===== src/rtl/sseg_pkg.sv =====
// sseg_pkg: shared constants for the 7-segment scan driver.
//   N_DIGITS  number of multiplexed digits
//   SEG_OFF   all segments dark (active-low)
//   AN_OFF    no digit selected (active-low)
//   HEX_SEG   active-low a..g codes for hex 0..F, bit 0 = a
//   lz_dark() leading-zero suppression test for one digit
package sseg_pkg;

    localparam int unsigned N_DIGITS = 4;
    localparam logic [7:0]  SEG_OFF  = 8'hFF;
    localparam logic [3:0]  AN_OFF   = 4'hF;

    // Indexed by nibble value; entry 15 is listed first.
    localparam logic [15:0][6:0] HEX_SEG = {
        7'h0E, 7'h06, 7'h21, 7'h46, 7'h03, 7'h08, 7'h10, 7'h00,
        7'h78, 7'h02, 7'h12, 7'h19, 7'h30, 7'h24, 7'h79, 7'h40
    };

    // A digit is dark under suppression when it and every higher nibble are zero.
    // Digit 0 always shows, so a zero value still reads "0".
    function automatic logic lz_dark(input logic [15:0] value, input logic [1:0] digit,
                                     input logic lz);
        logic dark;
        dark = lz && (digit != 2'd0);
        for (int i = 0; i < int'(N_DIGITS); i++) begin
            if (i >= int'(digit) && value[i*4 +: 4] != 4'h0) begin
                dark = 1'b0;
            end
        end
        return dark;
    endfunction

endpackage


===== src/rtl/sseg_scan_driver_if.sv =====
// sseg_scan_driver_if: display request from the calculator core and the
// resulting board-level drive.
//   data[15:0]  four hex nibbles, data[3:0] = rightmost digit
//   dp[3:0]     decimal point per digit, 1 = lit
//   blank[3:0]  per-digit force-off, 1 = dark
//   lz_en       leading-zero suppression enable
//   AN[3:0]     digit enables, active-low
//   SEG[7:0]    segments a..g + dp, active-low
//   frame       one-cycle pulse at the start of each scan frame
// master = core side, slave = scan driver.
interface sseg_scan_driver_if;
    logic [15:0] data;
    logic [3:0]  dp;
    logic [3:0]  blank;
    logic        lz_en;
    logic [3:0]  AN;
    logic [7:0]  SEG;
    logic        frame;

    modport master (
        output data, dp, blank, lz_en,
        input  AN, SEG, frame
    );

    modport slave (
        input  data, dp, blank, lz_en,
        output AN, SEG, frame
    );
endinterface


===== src/rtl/hex2seg.sv =====
// hex2seg: combinational hex nibble to 7-segment decoder.
//   nib[3:0]  hex value
//   seg[6:0]  active-low segments, seg[0] = a .. seg[6] = g
module hex2seg
    import sseg_pkg::*;
(
    input  logic [3:0] nib,
    output logic [6:0] seg
);

    assign seg = HEX_SEG[nib];

endmodule


===== src/rtl/sseg_scan_driver.sv =====
// sseg_scan_driver: time-multiplexed driver for a 4-digit common-anode display.
// Inputs are captured into shadow registers once per frame so a frame never
// mixes old and new values; AN/SEG/frame are driven straight from flops.
//   clk    system clock, rising edge
//   rst    synchronous active-high reset
//   bus    sseg_scan_driver_if.slave (data/dp/blank/lz_en in, AN/SEG/frame out)
// PRESCALE clk cycles per digit slot; CNT_W must satisfy 2**CNT_W >= PRESCALE.
module sseg_scan_driver
    import sseg_pkg::*;
#(
    parameter int unsigned PRESCALE = 50000,
    parameter int unsigned CNT_W    = 20
) (
    input  logic                clk,
    input  logic                rst,
    sseg_scan_driver_if.slave   bus
);

    logic [CNT_W-1:0] cnt;
    logic [1:0]       idx;
    logic             first;    // set by reset so the first tick lands on digit 0
    logic             tick;
    logic [1:0]       idx_next;
    logic             load;

    logic [15:0] sh_data;
    logic [3:0]  sh_dp;
    logic [3:0]  sh_blank;
    logic        sh_lz;

    logic [15:0] cur_data;
    logic [3:0]  cur_dp;
    logic [3:0]  cur_blank;
    logic        cur_lz;
    logic [3:0]  cur_nib;
    logic [6:0]  seg7;
    logic        digit_off;
    logic [3:0]  an_next;
    logic [7:0]  seg_next;

    logic [3:0]  an_q;
    logic [7:0]  seg_q;
    logic        frame_q;

    assign tick     = (cnt == CNT_W'(PRESCALE - 1));
    assign idx_next = first ? 2'd0 : idx + 2'd1;
    assign load     = tick && (idx_next == 2'd0);

    // On a frame-start tick the shadow is loading this very edge, so decode the
    // live inputs to keep the first digit consistent with the rest of the frame.
    always_comb begin
        cur_data  = sh_data;
        cur_dp    = sh_dp;
        cur_blank = sh_blank;
        cur_lz    = sh_lz;
        if (load) begin
            cur_data  = bus.data;
            cur_dp    = bus.dp;
            cur_blank = bus.blank;
            cur_lz    = bus.lz_en;
        end
    end

    assign cur_nib = cur_data[idx_next*4 +: 4];

    hex2seg u_hex2seg (
        .nib (cur_nib),
        .seg (seg7)
    );

    always_comb begin
        digit_off = cur_blank[idx_next] || lz_dark(cur_data, idx_next, cur_lz);
        an_next   = ~(4'b0001 << idx_next);
        seg_next  = digit_off ? SEG_OFF : {~cur_dp[idx_next], seg7};
    end

    always_ff @(posedge clk) begin
        if (rst) begin
            cnt      <= '0;
            idx      <= 2'd0;
            first    <= 1'b1;
            sh_data  <= '0;
            sh_dp    <= '0;
            sh_blank <= '0;
            sh_lz    <= 1'b0;
            an_q     <= AN_OFF;
            seg_q    <= SEG_OFF;
            frame_q  <= 1'b0;
        end else begin
            cnt     <= tick ? '0 : cnt + CNT_W'(1);
            frame_q <= load;
            if (tick) begin
                idx   <= idx_next;
                first <= 1'b0;
                an_q  <= an_next;
                seg_q <= seg_next;
            end
            if (load) begin
                sh_data  <= bus.data;
                sh_dp    <= bus.dp;
                sh_blank <= bus.blank;
                sh_lz    <= bus.lz_en;
            end
        end
    end

    assign bus.AN    = an_q;
    assign bus.SEG   = seg_q;
    assign bus.frame = frame_q;

endmodule


===== src/flat_wrapper.sv =====
// flat-port wrapper written by rule: the top's interface ports become plain ports
module sseg_scan_driver_flat import sseg_pkg::*;
#(
    parameter int unsigned PRESCALE = 50000,
    parameter int unsigned CNT_W    = 20
)
  (clk, rst, bus_data, bus_dp, bus_blank, bus_lz_en, bus_AN, bus_SEG, bus_frame);
  sseg_scan_driver_if bus_i ();
  input  logic clk;
  input  logic rst;
  input wire logic [$bits(bus_i.data)-1:0] bus_data;
  input wire logic [$bits(bus_i.dp)-1:0] bus_dp;
  input wire logic [$bits(bus_i.blank)-1:0] bus_blank;
  input wire logic [$bits(bus_i.lz_en)-1:0] bus_lz_en;
  output wire logic [$bits(bus_i.AN)-1:0] bus_AN;
  output wire logic [$bits(bus_i.SEG)-1:0] bus_SEG;
  output wire logic [$bits(bus_i.frame)-1:0] bus_frame;
  assign bus_i.data = bus_data;
  assign bus_i.dp = bus_dp;
  assign bus_i.blank = bus_blank;
  assign bus_i.lz_en = bus_lz_en;
  assign bus_AN = bus_i.AN;
  assign bus_SEG = bus_i.SEG;
  assign bus_frame = bus_i.frame;
  sseg_scan_driver #(.PRESCALE(PRESCALE), .CNT_W(CNT_W)) u_core (.clk(clk), .rst(rst), .bus(bus_i));
endmodule

===== config.mk =====
export PLATFORM = sky130hd
export DESIGN_NAME = sseg_scan_driver_flat
export DESIGN_NICKNAME = d
export VERILOG_FILES = /design/src/rtl/sseg_pkg.sv /design/src/rtl/sseg_scan_driver_if.sv /design/src/rtl/hex2seg.sv /design/src/rtl/sseg_scan_driver.sv /design/src/flat_wrapper.sv
export SDC_FILE = /design/constraint.sdc
export NUM_CORES = 1
export LEC_CHECK = 0
export CORE_ASPECT_RATIO = 0.7
export CORE_MARGIN = 3
export CORE_UTILIZATION = 59
export DETAILED_ROUTE_END_ITERATION = 10
export PLACE_DENSITY = 0.95
export SLEW_MARGIN = 20
export SYNTH_ARGS = -nofsm -noshare
export SYNTH_HDL_FRONTEND = slang
export SYNTH_SLANG_ARGS = --single-unit

===== constraint.sdc =====
create_clock -name clk -period 5.7 [get_ports clk]
set_input_delay 0.855 -clock clk [delete_from_list [all_inputs] [get_ports clk]]
set_output_delay 0.855 -clock clk [all_outputs]
set_load 0.1 [all_outputs]

==> results of run 1 <==
==> area by class of cell <==
cell class / instances / area [um^2] / area share
inverters: 7 / 26.3 / 0.00759
repair buffers: 40 / 393 / 0.114
clock inverters: 2 / 10.0 / 0.00289
clock buffers: 13 / 159 / 0.0459
well taps: 66 / 82.6 / 0.0239
multi-input cells: 262 / 1590 / 0.459
flip-flops and latches: 60 / 1200 / 0.347
==> flip-flops by register name (all words and copies together), names as in the netlist <==
| register | count |
|---|---|
| u_core.cnt | 20 |
| u_core.sh_data | 16 |
| u_core.bus.SEG | 8 |
| u_core.bus.AN | 4 |
| u_core.sh_dp | 4 |
| u_core.sh_blank | 3 |
| u_core.idx | 2 |
| u_core.bus.frame | 1 |
| u_core.first | 1 |
| u_core.sh_lz | 1 |
==> cell families (layout without fill, tap and decap cells) <==
family	after synthesis	after routing	share of synthesized area
XOR/XNOR	18	18	0.0541
AND/OR/NAND/NOR	157	157	0.258
adder cells (fa/ha/maj)	8	8	0.0343
flip-flops	60	60	0.412
multiplexers	12	12	0.0425
buffers and inverters	27	62	0.0429
AO/OA/AOI/OAI	67	67	0.156
==> synthesized netlist by cell type, types with 2 or more instances <==
master	number
mux2i_1	9
nor4b_1	2
ha_1	8
o21bai_1	2
dfxtp_1	60
buf_6	2
a21o_1	2
nand3_1	5
o22ai_1	3
xor2_1	9
and3_1	10
nand2b_1	6
a21oi_1	33
buf_1	2
xnor2_1	9
nand2_1	65
nor3_1	3
and2_1	2
inv_1	6
nor4_2	2
clkbuf_1	9
nor4_1	5
or3_1	4
a31oi_1	5
a2bb2oi_1	2
nor2_1	41
nand4_1	3
o21ai_0	6
mux2_2	3
and4_1	2
buf_2	6
==> worst paths after layout <==
path / startpoint / to / slack (ns) / cells past startpoint
worst max-delay path: u_core.cnt[0] / u_core.bus.SEG[3] / 2.26 / 10
worst min-delay path: u_core.cnt[0] / u_core.cnt[0] / 0.44 / 1
worst max register to register: u_core.cnt[0] / u_core.bus.SEG[3] / 2.26 / 10
worst min register to register: u_core.cnt[0] / u_core.cnt[0] / 0.44 / 1
==> per-stage QoR <==
stage | hold slack (ns) | instances
5_1_grt | 0.463 | 450
6_report | 0.442 | 450
4_1_cts | 0.439 | 450
2_1_floorplan | 0.413 | 349
3_3_place_gp | 0.427 | 435
3_5_place_dp | 0.430 | 435
==> metal layers <==
layer / part of all wire / up-vias / global-route usage
met5: 0 / - / 0
met4: 0.016 / 0 / 0.122
met3: 0.074 / 14 / 0.0650
met2: 0.46 / 91 / 0.374
met1: 0.45 / 1158 / 0.292
li1: - / 1258 / -
==> power breakdown <==
part           total [W]  switching (W)  internal, W
Clock           0.000334       0.000157     0.000178
Sequential      0.000422     0.00000104     0.000421
Combinational  0.0000295      0.0000114    0.0000181
==> impl_metrics.csv, run 1 <==
group,metric,value,unit
critical_path,cp-start-kind,"register",
critical_path,crit_type,"register to register",
finish,insertedDiodeCount,0,
route,dr.pass1.iters,4,
synth,ys.flop_type,"dfxtp_1",
global_route,grt_start_max_net_pins,34,
critical_path,crit_path_end_kind,"register",
route,post_drt_via_cell_ratio,5.60,
die,coreArea,4550,um^2
power_and_ir_drop,total_power,0.000786,W
synth,synth.distinct_cells,54,
sta,maxSlewViolCount,0,
critical_path,critPathArrivalTime,3.63,ns
finish,fill_cells,332,
sta,rsz0062_at_grt,"no",
critical_path,path_cells,"ha_1 -> and3_1 -> nand3_2 -> or2_0 -> a311oi_1 -> inv_1 -> ha_1 -> mux2_2 -> o22ai_1 -> a31oi_1",
synth,synth-seq-area-share,0.412,
placement,dpl-instance-area,3300,um^2
route,antenna_left,0,
route,dr_total_vias,2521,
synth,ys_warn_count,0,
synth,synth_area,2920,um^2
clock_network,cts_sinks,60,
placement,gp_congestion,0.864,
finish,final_util,0.760,
critical_path,cpLargestDelayFamily,"compound AO/OA/AOI/OAI gates",
sta,slew-limit-headroom,0.323,
finish,mostFrequentLayoutCells,"nand2_1 (65), dfxtp_1 (60), nor2_1 (41), clkdlybuf4s50_1 (38), a21oi_1 (33)",
clock_network,cts_buffers,9,
die,die-width,90.0,um
sta,worst_slew_pin_slew,1.01,ns
outcome,status,"finished clean",
critical_path,cpMostUsedCell,"ha_1",
power_and_ir_drop,vdd_drop_max,0.173,mV
critical_path,crit_buf_inv,1,
sta,setup_violations,0,
sta,worst_slack,2.26,ns
placement,numPortBuffers,39,
synth,ys_ff_latch,60,
sta,fin_tns_setup,0,ns
route,drc,0,
synth,synth_edf_count,0,
clock_network,ctsHoldBuffers,0,
run,cap_violations,0,
synth,synth-async-reset-ratio,0,
power_and_ir_drop,power_density,227,nW/um^2
finish,finalNetCount,415,
synth,synthCells,349,
finish,layout-drive-gt1-share,0.0729,
sta,skew,0.00593,ns
die,dieArea,5830,um^2
power_and_ir_drop,p_leak,1.27,nW
placement,dp_hpwl,4510,um
clock_network,path_clk_slew,0.06,ns
placement,dp_slack,2.24,ns
hold_path,holdCritPathClass,"register to register",
die,die_h,64.8,um
die,initial_core_util,0.640,
synth,synth_top_cell_by_area,"dfxtp_1",
global_route,grt_pass1_wl,10800,um
sta,finalHoldViolations,0,
clock_network,clockRootBuffer,"clkbuf_8",
global_route,gr-total-overflow,0,
critical_path,worstPathRequired,5.89,ns
sta,fin_crit_sh,0.603,
finish,areaGrowthSynthToFinish,18.7,%
clock_network,post_cts_buffers,0,
sta,period_needed,3.44,ns
route,avgRoutedWirePerCell,14.5,um
synth,syn_nets,384,
die,rows,20,
critical_path,cp_slowest_stage_delay,0.83,ns
synth,synth.avg_cell_area,8.35,um^2
synth,synth.area.top_cells,"dfxtp_1 (41%), nand2_1 (8.4%), a21oi_1 (5.7%)",
critical_path,cp_slowest_cell,"a311oi_1",
clock_network,htree_levels,3,
clock_network,cts_resized,0,
clock_network,cts_tree,"built",
global_route,grt_pass1_vias,2322,
clock_network,insertion_delay,0.34,ns
finish,final_common_cell,"nand2_1",
global_route,grt_antenna_before_repair,0,
clock_network,clockBufferDepth,2,
critical_path,cp_max_fo,8,
route,finalWirelength,6510,um
route,drt_iter0_drc,177,
die,io_pins,40,
synth,synth_top_area_frac,0.412,
global_route,grt_use_total,0.234,
finish,fin_area,3460,um^2
sta,fmax,0.291,GHz
No activity file was read; power rests on OpenSTA's default activity.
==> run 2, diff against run 1 <==
CORE_UTILIZATION = 49   (was 59)
PLACE_DENSITY = 0.87   (was 0.95)
clock period = 3.05 ns   (was 5.7 ns; I/O delays follow)
==> run 2 against run 1 <==
Sequential power rose by 87%. Critical path depth did not move. Register-to-register slack got worse by 2.0 ns. Clock power rose by 130%. Worst setup slack got worse by 2.0 ns. First-iteration DRC count fell by 6.2%.
==> impl_metrics.csv, run 2 (synthesis gave the netlist of run 1 again) <==
group,metric,value,unit
critical_path,cp_slowest_stage_delay,0.41,ns
die,io_pins,40,
sta,fmax,0.362,GHz
finish,layout-drive-gt1-share,0.126,
global_route,grt_pass1_vias,2303,
critical_path,worstSetupStartpoint,"u_core.cnt[0]",
hold_path,hold_start,"u_core.cnt[0]",
die,dieArea,6930,um^2
route,drt_iter0_drc,166,
sta,fin_crit_sh,0.906,
power_and_ir_drop,p_leak,1.32,nW
finish,top_register,"u_core.cnt",
critical_path,r2r_start,"u_core.cnt[0]",
global_route,grt_start_max_net_pins,33,
clock_network,path_clk_slew,0.07,ns
outcome,status,"finished clean",
global_route,grt_pass1_wl,10900,um
critical_path,r2r_setup_slack,0.29,ns
critical_path,crit_buf_inv,1,
sta,fin_tns_setup,0,ns
die,die_h,70.5,um
critical_path,crit_type,"register to register",
sta,rsz0062_at_grt,"no",
route,dr.pass1.iters,4,
power_and_ir_drop,vdd_drop_max,0.223,mV
hold_path,worstHoldEndpoint,"u_core.cnt[0]",
die,die-width,98.2,um
route,finalWirelength,6430,um
finish,largest_register_ff_count,20,
sta,skew,0.0100,ns
critical_path,crit_path_end_kind,"register",
clock_network,clockRootBuffer,"clkbuf_8",
finish,finalNetCount,421,
global_route,grt_antenna_before_repair,0,
sta,maxSlewViolCount,0,
global_route,grt_use_total,0.195,
sta,setup_violations,0,
clock_network,clockBufferDepth,2,
route,drc,0,
critical_path,path_cells,"ha_1 -> and3_1 -> nand3_2 -> or2_1 -> a311oi_4 -> inv_2 -> ha_1 -> mux2_2 -> o22ai_1 -> a31oi_1",
route,avgRoutedWirePerCell,13.9,um
clock_network,cts_buffers,9,
placement,gp_congestion,0.839,
clock_network,cts_sinks,60,
critical_path,r2r_end,"u_core.bus.SEG[3]",
sta,worst_slew_pin_slew,0.635,ns
placement,dp_hpwl,4610,um
sta,slew-limit-headroom,0.576,
clock_network,htree_levels,3,
critical_path,critPathArrivalTime,2.96,ns
clock_network,insertion_delay,0.34,ns
die,coreArea,5480,um^2
die,rows,22,
critical_path,rr_worst_depth,10,
critical_path,cp_max_fo,8,
critical_path,cp-start-kind,"register",
sta,worst_slack,0.286,ns
hold_path,holdCritPathClass,"register to register",
clock_network,cts_tree,"built",
clock_network,ctsHoldBuffers,0,
finish,insertedDiodeCount,0,
critical_path,worstPathRequired,3.24,ns
die,initial_core_util,0.532,
placement,dp_slack,0.178,ns
run,cap_violations,0,
critical_path,cp_slowest_cell,"a311oi_4",
finish,final_common_cell,"nand2_1",
finish,areaGrowthSynthToFinish,21.3,%
global_route,gr-total-overflow,0,
critical_path,cpLargestDelayFamily,"simple AND/OR/NAND/NOR gates",
route,antenna_left,0,
route,post_drt_via_cell_ratio,5.42,
power_and_ir_drop,power_density,457,nW/um^2
placement,numPortBuffers,39,
critical_path,cpMostUsedCell,"ha_1",
sta,finalHoldViolations,0,
finish,mostFrequentLayoutCells,"nand2_1 (65), dfxtp_1 (60), nor2_1 (41), a21oi_1 (33), clkdlybuf4s50_1 (26)",
hold_path,whs_path_depth,1,
route,dr_total_vias,2504,
sta,period_needed,2.76,ns
[run 2: cell type report]
class | count | area (um^2)
Clock buffer | 9 | 124
Clock inverter | 6 | 90.1
Fill cell | 466 | 1940
Inverter | 7 | 26.3
Multi-Input combinational cell | 262 | 1600
Sequential cell | 60 | 1200
Tap cell | 72 | 90.1
Timing Repair Buffer | 46 | 410
[run 2: per-layer routing]
layer,GRT usage,wire length [um],vias up,part of all wire
met1,0.267,3010,1139,0.47
met3,0.0680,465,17,0.072
li1,-,-,1267,-
met2,0.284,2800,81,0.44
met4,0.0758,147,0,0.023
met5,0,0,-,0
[run 2: repair_timing]
| item | CTS | global route |
|---|---|---|
| gates resized for setup | 0 | 2 |
| setup endpoints to repair | 0 | 3 |
| setup buffers | 0 | 0 |
[run 2: worst register-to-register path, delay by kind of cell, from the launching register on]
| kind | cells | cell delay (ns) |
|---|---|---|
| AOI/OAI and AO/OA | 3 | 0.60 |
| adders and majority gates | 2 | 0.42 |
| buffers and inverters | 1 | 0.11 |
| DFF | 1 | 0.35 |
| muxes | 1 | 0.29 |
| and+or+nand+nor | 3 | 0.86 |
[run 2: power breakdown]
group	switching (W)	leakage, nW	internal (W)
clock	0.000313	0.105	0.000456
sequential	0.00000199	0.484	0.000787
combinational	0.0000224	0.727	0.0000359
total	0.000337	1.32	0.00128
[run 2: metrics by stage]
step | hold slack [ns] | instances | cell area, um^2 | util | power (W)
6_report | 0.444 | 462 | 3540 | 0.646 | 0.00162
5_1_grt | 0.481 | 462 | 3540 | 0.646 | 0.00168
4_1_cts | 0.444 | 462 | 3530 | 0.645 | 0.00164
3_5_place_dp | 0.434 | 447 | 3320 | 0.606 | 0.000865
3_3_place_gp | 0.422 | 447 | 3320 | 0.606 | 0.000864
2_1_floorplan | 0.413 | 349 | 2920 | - | 0.000825
[run 2: how the worst max path moves through the flow]
| stage | cells past startpoint | to |
|---|---|---|
| after floorplan | 12 | u_core.bus.SEG[3] |
| after global placement | 10 | u_core.bus.SEG[3] |
| after detailed placement | 10 | u_core.bus.SEG[3] |
| after CTS | 10 | u_core.bus.SEG[3] |
| after global routing | 10 | u_core.bus.SEG[3] |
| final | 10 | u_core.bus.SEG[3] |
